==> src/rtl/clk_sel_pkg.sv <==
// Shared types and constants for the clock-select controller.
package clk_sel_pkg;

  typedef enum logic [1:0] {
    IDLE   = 2'd0,
    CHECK  = 2'd1,
    SWITCH = 2'd2,
    SETTLE = 2'd3
  } state_t;

  localparam logic SEL_CLKA = 1'b0;
  localparam logic SEL_CLKB = 1'b1;

endpackage

==> src/rtl/tog_sync.sv <==
// Synchronises a foreign-domain divide-by-2 toggle and flags every transition.
module tog_sync #(
  parameter int unsigned SYNC_STAGES = 2
) (
  input  logic clk,
  input  logic rst_n,
  input  logic tog,
  output logic edge_c
);

  logic [SYNC_STAGES-1:0] sync;
  logic                   hist;

  always_ff @(posedge clk) begin
    if (!rst_n) begin
      sync <= '0;
      hist <= 1'b0;
    end else begin
      sync <= {sync[SYNC_STAGES-2:0], tog};
      hist <= sync[SYNC_STAGES-1];
    end
  end

  // Rising and falling transitions both count as evidence of a live clock.
  assign edge_c = sync[SYNC_STAGES-1] ^ hist;

endmodule

==> src/rtl/clk_sel_ctrl.sv <==
// Owns clkmux2.select: proves the target clock alive, switches, then waits for the mux to settle.
module clk_sel_ctrl
  import clk_sel_pkg::*;
#(
  parameter int unsigned SYNC_STAGES   = 2,
  parameter int unsigned WIN_CYCLES    = 64,
  parameter int unsigned MIN_EDGES     = 4,
  parameter int unsigned SETTLE_CYCLES = 16
) (
  input  logic clk,
  input  logic rst_n,
  input  logic req_valid,
  input  logic req_sel,
  output logic req_ready,
  input  logic clka_tog,
  input  logic clkb_tog,
  output logic select,
  output logic busy,
  output logic done,
  output logic err
);

  localparam int unsigned WIN_W    = $clog2(WIN_CYCLES);
  localparam int unsigned EDGE_W   = $clog2(MIN_EDGES + 1);
  localparam int unsigned SETTLE_W = (SETTLE_CYCLES > 1) ? $clog2(SETTLE_CYCLES) : 1;

  state_t              state;
  logic                tgt;
  logic [WIN_W-1:0]    win_cnt;
  logic [EDGE_W-1:0]   edge_cnt;
  logic [SETTLE_W-1:0] settle_cnt;

  logic                clka_edge_c;
  logic                clkb_edge_c;
  logic                tgt_edge_c;
  logic [EDGE_W-1:0]   edge_nxt_c;
  logic                win_last_c;
  logic                settle_last_c;

  tog_sync #(.SYNC_STAGES(SYNC_STAGES)) u_sync_a (
    .clk    (clk),
    .rst_n  (rst_n),
    .tog    (clka_tog),
    .edge_c (clka_edge_c)
  );

  tog_sync #(.SYNC_STAGES(SYNC_STAGES)) u_sync_b (
    .clk    (clk),
    .rst_n  (rst_n),
    .tog    (clkb_tog),
    .edge_c (clkb_edge_c)
  );

  // Only the target's toggle matters; count saturates so it never wraps.
  assign tgt_edge_c    = (tgt == SEL_CLKB) ? clkb_edge_c : clka_edge_c;
  assign edge_nxt_c    = (tgt_edge_c && (edge_cnt < EDGE_W'(MIN_EDGES))) ?
                         edge_cnt + EDGE_W'(1) : edge_cnt;
  assign win_last_c    = (win_cnt == WIN_W'(WIN_CYCLES - 1));
  assign settle_last_c = (settle_cnt == SETTLE_W'(SETTLE_CYCLES - 1));

  always_ff @(posedge clk) begin
    if (!rst_n) begin
      state      <= IDLE;
      select     <= SEL_CLKA;
      tgt        <= SEL_CLKA;
      req_ready  <= 1'b1;
      busy       <= 1'b0;
      done       <= 1'b0;
      err        <= 1'b0;
      win_cnt    <= '0;
      edge_cnt   <= '0;
      settle_cnt <= '0;
    end else begin
      done <= 1'b0;
      err  <= 1'b0;
      case (state)
        IDLE: begin
          if (req_valid && req_ready) begin
            if (req_sel == select) begin
              done <= 1'b1;
            end else begin
              tgt       <= req_sel;
              win_cnt   <= '0;
              edge_cnt  <= '0;
              state     <= CHECK;
              req_ready <= 1'b0;
              busy      <= 1'b1;
            end
          end
        end
        CHECK: begin
          edge_cnt <= edge_nxt_c;
          if (!win_last_c) begin
            win_cnt <= win_cnt + WIN_W'(1);
          end else if (edge_nxt_c >= EDGE_W'(MIN_EDGES)) begin
            state <= SWITCH;
          end else begin
            err       <= 1'b1;
            state     <= IDLE;
            req_ready <= 1'b1;
            busy      <= 1'b0;
          end
        end
        SWITCH: begin
          select     <= tgt;
          settle_cnt <= '0;
          state      <= SETTLE;
        end
        SETTLE: begin
          if (!settle_last_c) begin
            settle_cnt <= settle_cnt + SETTLE_W'(1);
          end else begin
            done      <= 1'b1;
            state     <= IDLE;
            req_ready <= 1'b1;
            busy      <= 1'b0;
          end
        end
        default: begin
          state     <= IDLE;
          req_ready <= 1'b1;
          busy      <= 1'b0;
        end
      endcase
    end
  end

endmodule

==> config.mk <==
export PLATFORM = sky130hd
export DESIGN_NAME = clk_sel_ctrl
export DESIGN_NICKNAME = d
export VERILOG_FILES = /design/src/rtl/clk_sel_pkg.sv /design/src/rtl/tog_sync.sv /design/src/rtl/clk_sel_ctrl.sv
export SDC_FILE = /design/constraint.sdc
export NUM_CORES = 1
export LEC_CHECK = 0
export ABC_AREA = 1
export BUFFER_PORTS_ARGS = -buffer_cell sky130_fd_sc_hd__buf_4
export CAP_MARGIN = 30
export CORE_ASPECT_RATIO = 1.4
export CORE_UTILIZATION = 45
export CTS_CLUSTER_SIZE = 16
export DETAILED_ROUTE_END_ITERATION = 10
export GPL_ROUTABILITY_DRIVEN = 0
export HOLD_SLACK_MARGIN = 0.15
export MAX_ROUTING_LAYER = met4
export SETUP_SLACK_MARGIN = 0.4
export SYNTH_ARGS = -nofsm -noshare
export SYNTH_HDL_FRONTEND = slang
export SYNTH_SLANG_ARGS = --single-unit
export TNS_END_PERCENT = 100
==> constraint.sdc <==
create_clock -name clk -period 4.6 [get_ports clk]
set_input_delay 0.92 -clock clk [delete_from_list [all_inputs] [get_ports clk]]
set_output_delay 0.92 -clock clk [all_outputs]
set_load 0.1 [all_outputs]
==> run metrics <==
status finished clean; number of buffers created by CTS 3; PwrDens between 400 and 500 nW/um2; Critical Path AT 1.02 ns; layout cell share with drive strength beyond 1 0.109; GR Util All Layers 0.195; Synthesized Nets 186; DIE AREA 3130 um2; worst-case clock skew between 0.005 and 0.006 ns; hold buffer count at CTS 0; ant diodes 0; Ys Warns 0; fmax 0.516 GHz; Post-DRT Antenna Nets 0; io pins 11; DRC 0; Clock H-tree levels 1; Startpoint Class register; area leader, netlist dfxtp_1; crit path kind reg -> out; Synth area leaders dfxtp_1 (41%), nand2_1 (11%), inv_1 (9.2%), ha_1 (8.6%), a21oi_1 (4.2%); Critical-path top delay cell dfxtp_1; WP buf/inv 1; sequential share of the synthesized area 0.413; worst reg-to-reg setup slack 2.82 ns; Max Cap Violations 0; worst-path maximum fanout 4; Static Leak 0.658 nW; DP HPWL 1840 um; vias in the first global route 1098; gate count after technology mapping 171; Std-Cell Core Area 2700 um2; Synth top area share 0.413; synth unique cells 27; non-filler cells, final 220; post-route design area 1450 um2; worst-path cell chain buf_4; Placed Cells about 220; post_cts resized 0; Crit path depth 1; initial antenna violation count 0; largest net degree at the start of global routing 17; Required @ worst endpoint approximately 3.7 ns; Via density 4.93; delay-heaviest family, CP flip-flops; crit-path max cell delay approximately 0.4 ns; Final period util 0.421; TritonRoute pass-1 iters 4; final hold vios 0; clk sink count 27; Final setup violation count 0; Crit Reg-Reg Endpoint win_cnt[2]$_SDFFE_PN0P_; Avg WL per Cell 10.8 um; unrepaired setup endpoints after global routing false; Max IR drop VDD roughly 0.38 mV; Post-Syn Area per Cell 7.65 um2; synth-to-layout area growth 10.9%; #FFs+latches synth 27; crit path capture type output pin; Nets 200; worst reg2reg path depth 7; gr ovfl total 0; Initial Util 0.485; hold slack 0.433 ns; Cell Area, Placed 1430 um2; Setup Buffers After CTS 0; HP Class reg -> reg; clock-pin slew on the worst setup and hold paths 0.13 ns; Synth Cell Area 1310 um2; worst setup path endpoint select; Worst-Skew Late Latency 0.31 ns; initial drt markers 25; total negative setup slack 0 ns; Slew Viols, Final 0; Rows 22; first-pass GRT wire length about 4400 um; Worst slew margin 0.742; final WL 2370 um; Longest Clk Path Bufs 2; TritonCTS clock tree yes; Tmin final 1.94 ns; vias after detailed routing 1085; Die H 65.8 um; CTS Root Cell clkbuf_4; Worst Max-Slew Pin Slew 0.383 ns; I/O Buffers 10; Crit. Startpoint select$_SDFFE_PN0P_; Chip Width 47.6 um
[synthesized netlist by cell type]
library cell  count
dfxtp_1          27
nor2_4            1
nand2_1          38
a221oi_1          1
ha_1              9
nor3_4            1
nand4_1           4
nand3_1           7
o211ai_1          1
nand3_2           1
o21ai_4           1
o21bai_1          1
a211oi_1          1
o31a_1            1
inv_1            32
nor4_1            1
a31oi_1           1
nor3_1            2
o21ai_0          10
nor3b_2           1
xor2_1            3
nand2_4           1
nor2_1           11
o21ai_1           2
clkbuf_1          1
nand2_2           1
a21oi_1          11
[logic make-up after synthesis]
logic type / Yosys count / share of synthesized area
AND/OR/NAND/NOR: 69 / 0.250
XOR/XNOR: 3 / 0.0201
flip-flops: 27 / 0.413
buffers and inverters: 33 / 0.0946
adder cells (fa/ha/maj): 9 / 0.0860
AO/OA/AOI/OAI: 30 / 0.136
[cells in the final DEF, fill, tap and decap left out]
cell type   n
nand4_1     4
nand3_1     7
clkbuf_4    3
nand2_2     1
o31a_1      1
nand2_1    38
nor2_4      1
a21oi_1    11
nor3_4      1
nand3_2     1
clkbuf_1    1
nor2_1     11
nor3_1      2
inv_1      32
o21ai_1     2
o21ai_0    10
dfxtp_1    27
o21bai_1    1
buf_4      10
a31oi_1     1
o211ai_1    1
a211oi_1    1
o21ai_4     1
nor3b_2     1
ha_1        9
nand2_4     1
xor2_1      3
nor4_1      1
a221oi_1    1
[metrics by stage]
stage / total power [mW] / util / setup WS [ns]
2_1_floorplan: 0.548 / - / 2.61
3_3_place_gp: 0.606 / 0.528 / 2.63
3_5_place_dp: 0.613 / 0.528 / 2.60
4_1_cts: 0.715 / 0.538 / 2.65
5_1_grt: 0.769 / 0.538 / 2.61
6_report: 0.707 / 0.538 / 2.66
[state kept, by name (all words and copies together), names as in the netlist, 2 cells and up, named ones only]
name / count
win_cnt: 6
settle_cnt: 4
edge_cnt: 3
u_sync_a.sync: 2
u_sync_b.sync: 2
[how the worst min path moves through the flow]
| stage | cells past startpoint | slack [ns] | endpoint | startpoint |
|---|---|---|---|---|
| finish | 2 | 0.43 | u_sync_b.sync[1]$_SDFF_PN0_ | u_sync_b.sync[0]$_SDFF_PN0_ |
| global route | 2 | 0.44 | u_sync_b.sync[1]$_SDFF_PN0_ | u_sync_b.sync[0]$_SDFF_PN0_ |
| CTS | 2 | 0.44 | u_sync_b.sync[1]$_SDFF_PN0_ | u_sync_b.sync[0]$_SDFF_PN0_ |
| detailed placement | 2 | 0.41 | u_sync_b.sync[1]$_SDFF_PN0_ | u_sync_b.sync[0]$_SDFF_PN0_ |
| global placement | 2 | 0.39 | u_sync_a.sync[1]$_SDFF_PN0_ | u_sync_a.sync[0]$_SDFF_PN0_ |
| floorplan | 2 | 0.39 | u_sync_a.sync[1]$_SDFF_PN0_ | u_sync_a.sync[0]$_SDFF_PN0_ |
[report_power, final]
part | switching, mW | total (mW) | internal (mW)
logic | 0.224 | 0.316 | 0.0922
registers | 0.0230 | 0.291 | 0.268
clock network | 0.0662 | 0.100 | 0.0339
[metal layers]
layer,vias up,global-route usage,wire length (um)
li1,571,-,-
met1,493,0.236,1100
met2,15,0.318,1160
met3,6,0.0328,62
met4,0,0.0694,46
met5,-,-,0
[area by class of cell]
| type | count | area (um2) |
|---|---|---|
| Clock buffer | 4 | 26.3 |
| Timing Repair Buffer | 10 | 75.1 |
| Tap cell | 36 | 45.0 |
| Fill cell | 311 | 1250 |
| Sequential cell | 27 | 541 |
| Multi-Input combinational cell | 111 | 644 |
| Inverter | 32 | 120 |
Power figures use the tool's default switching activity.
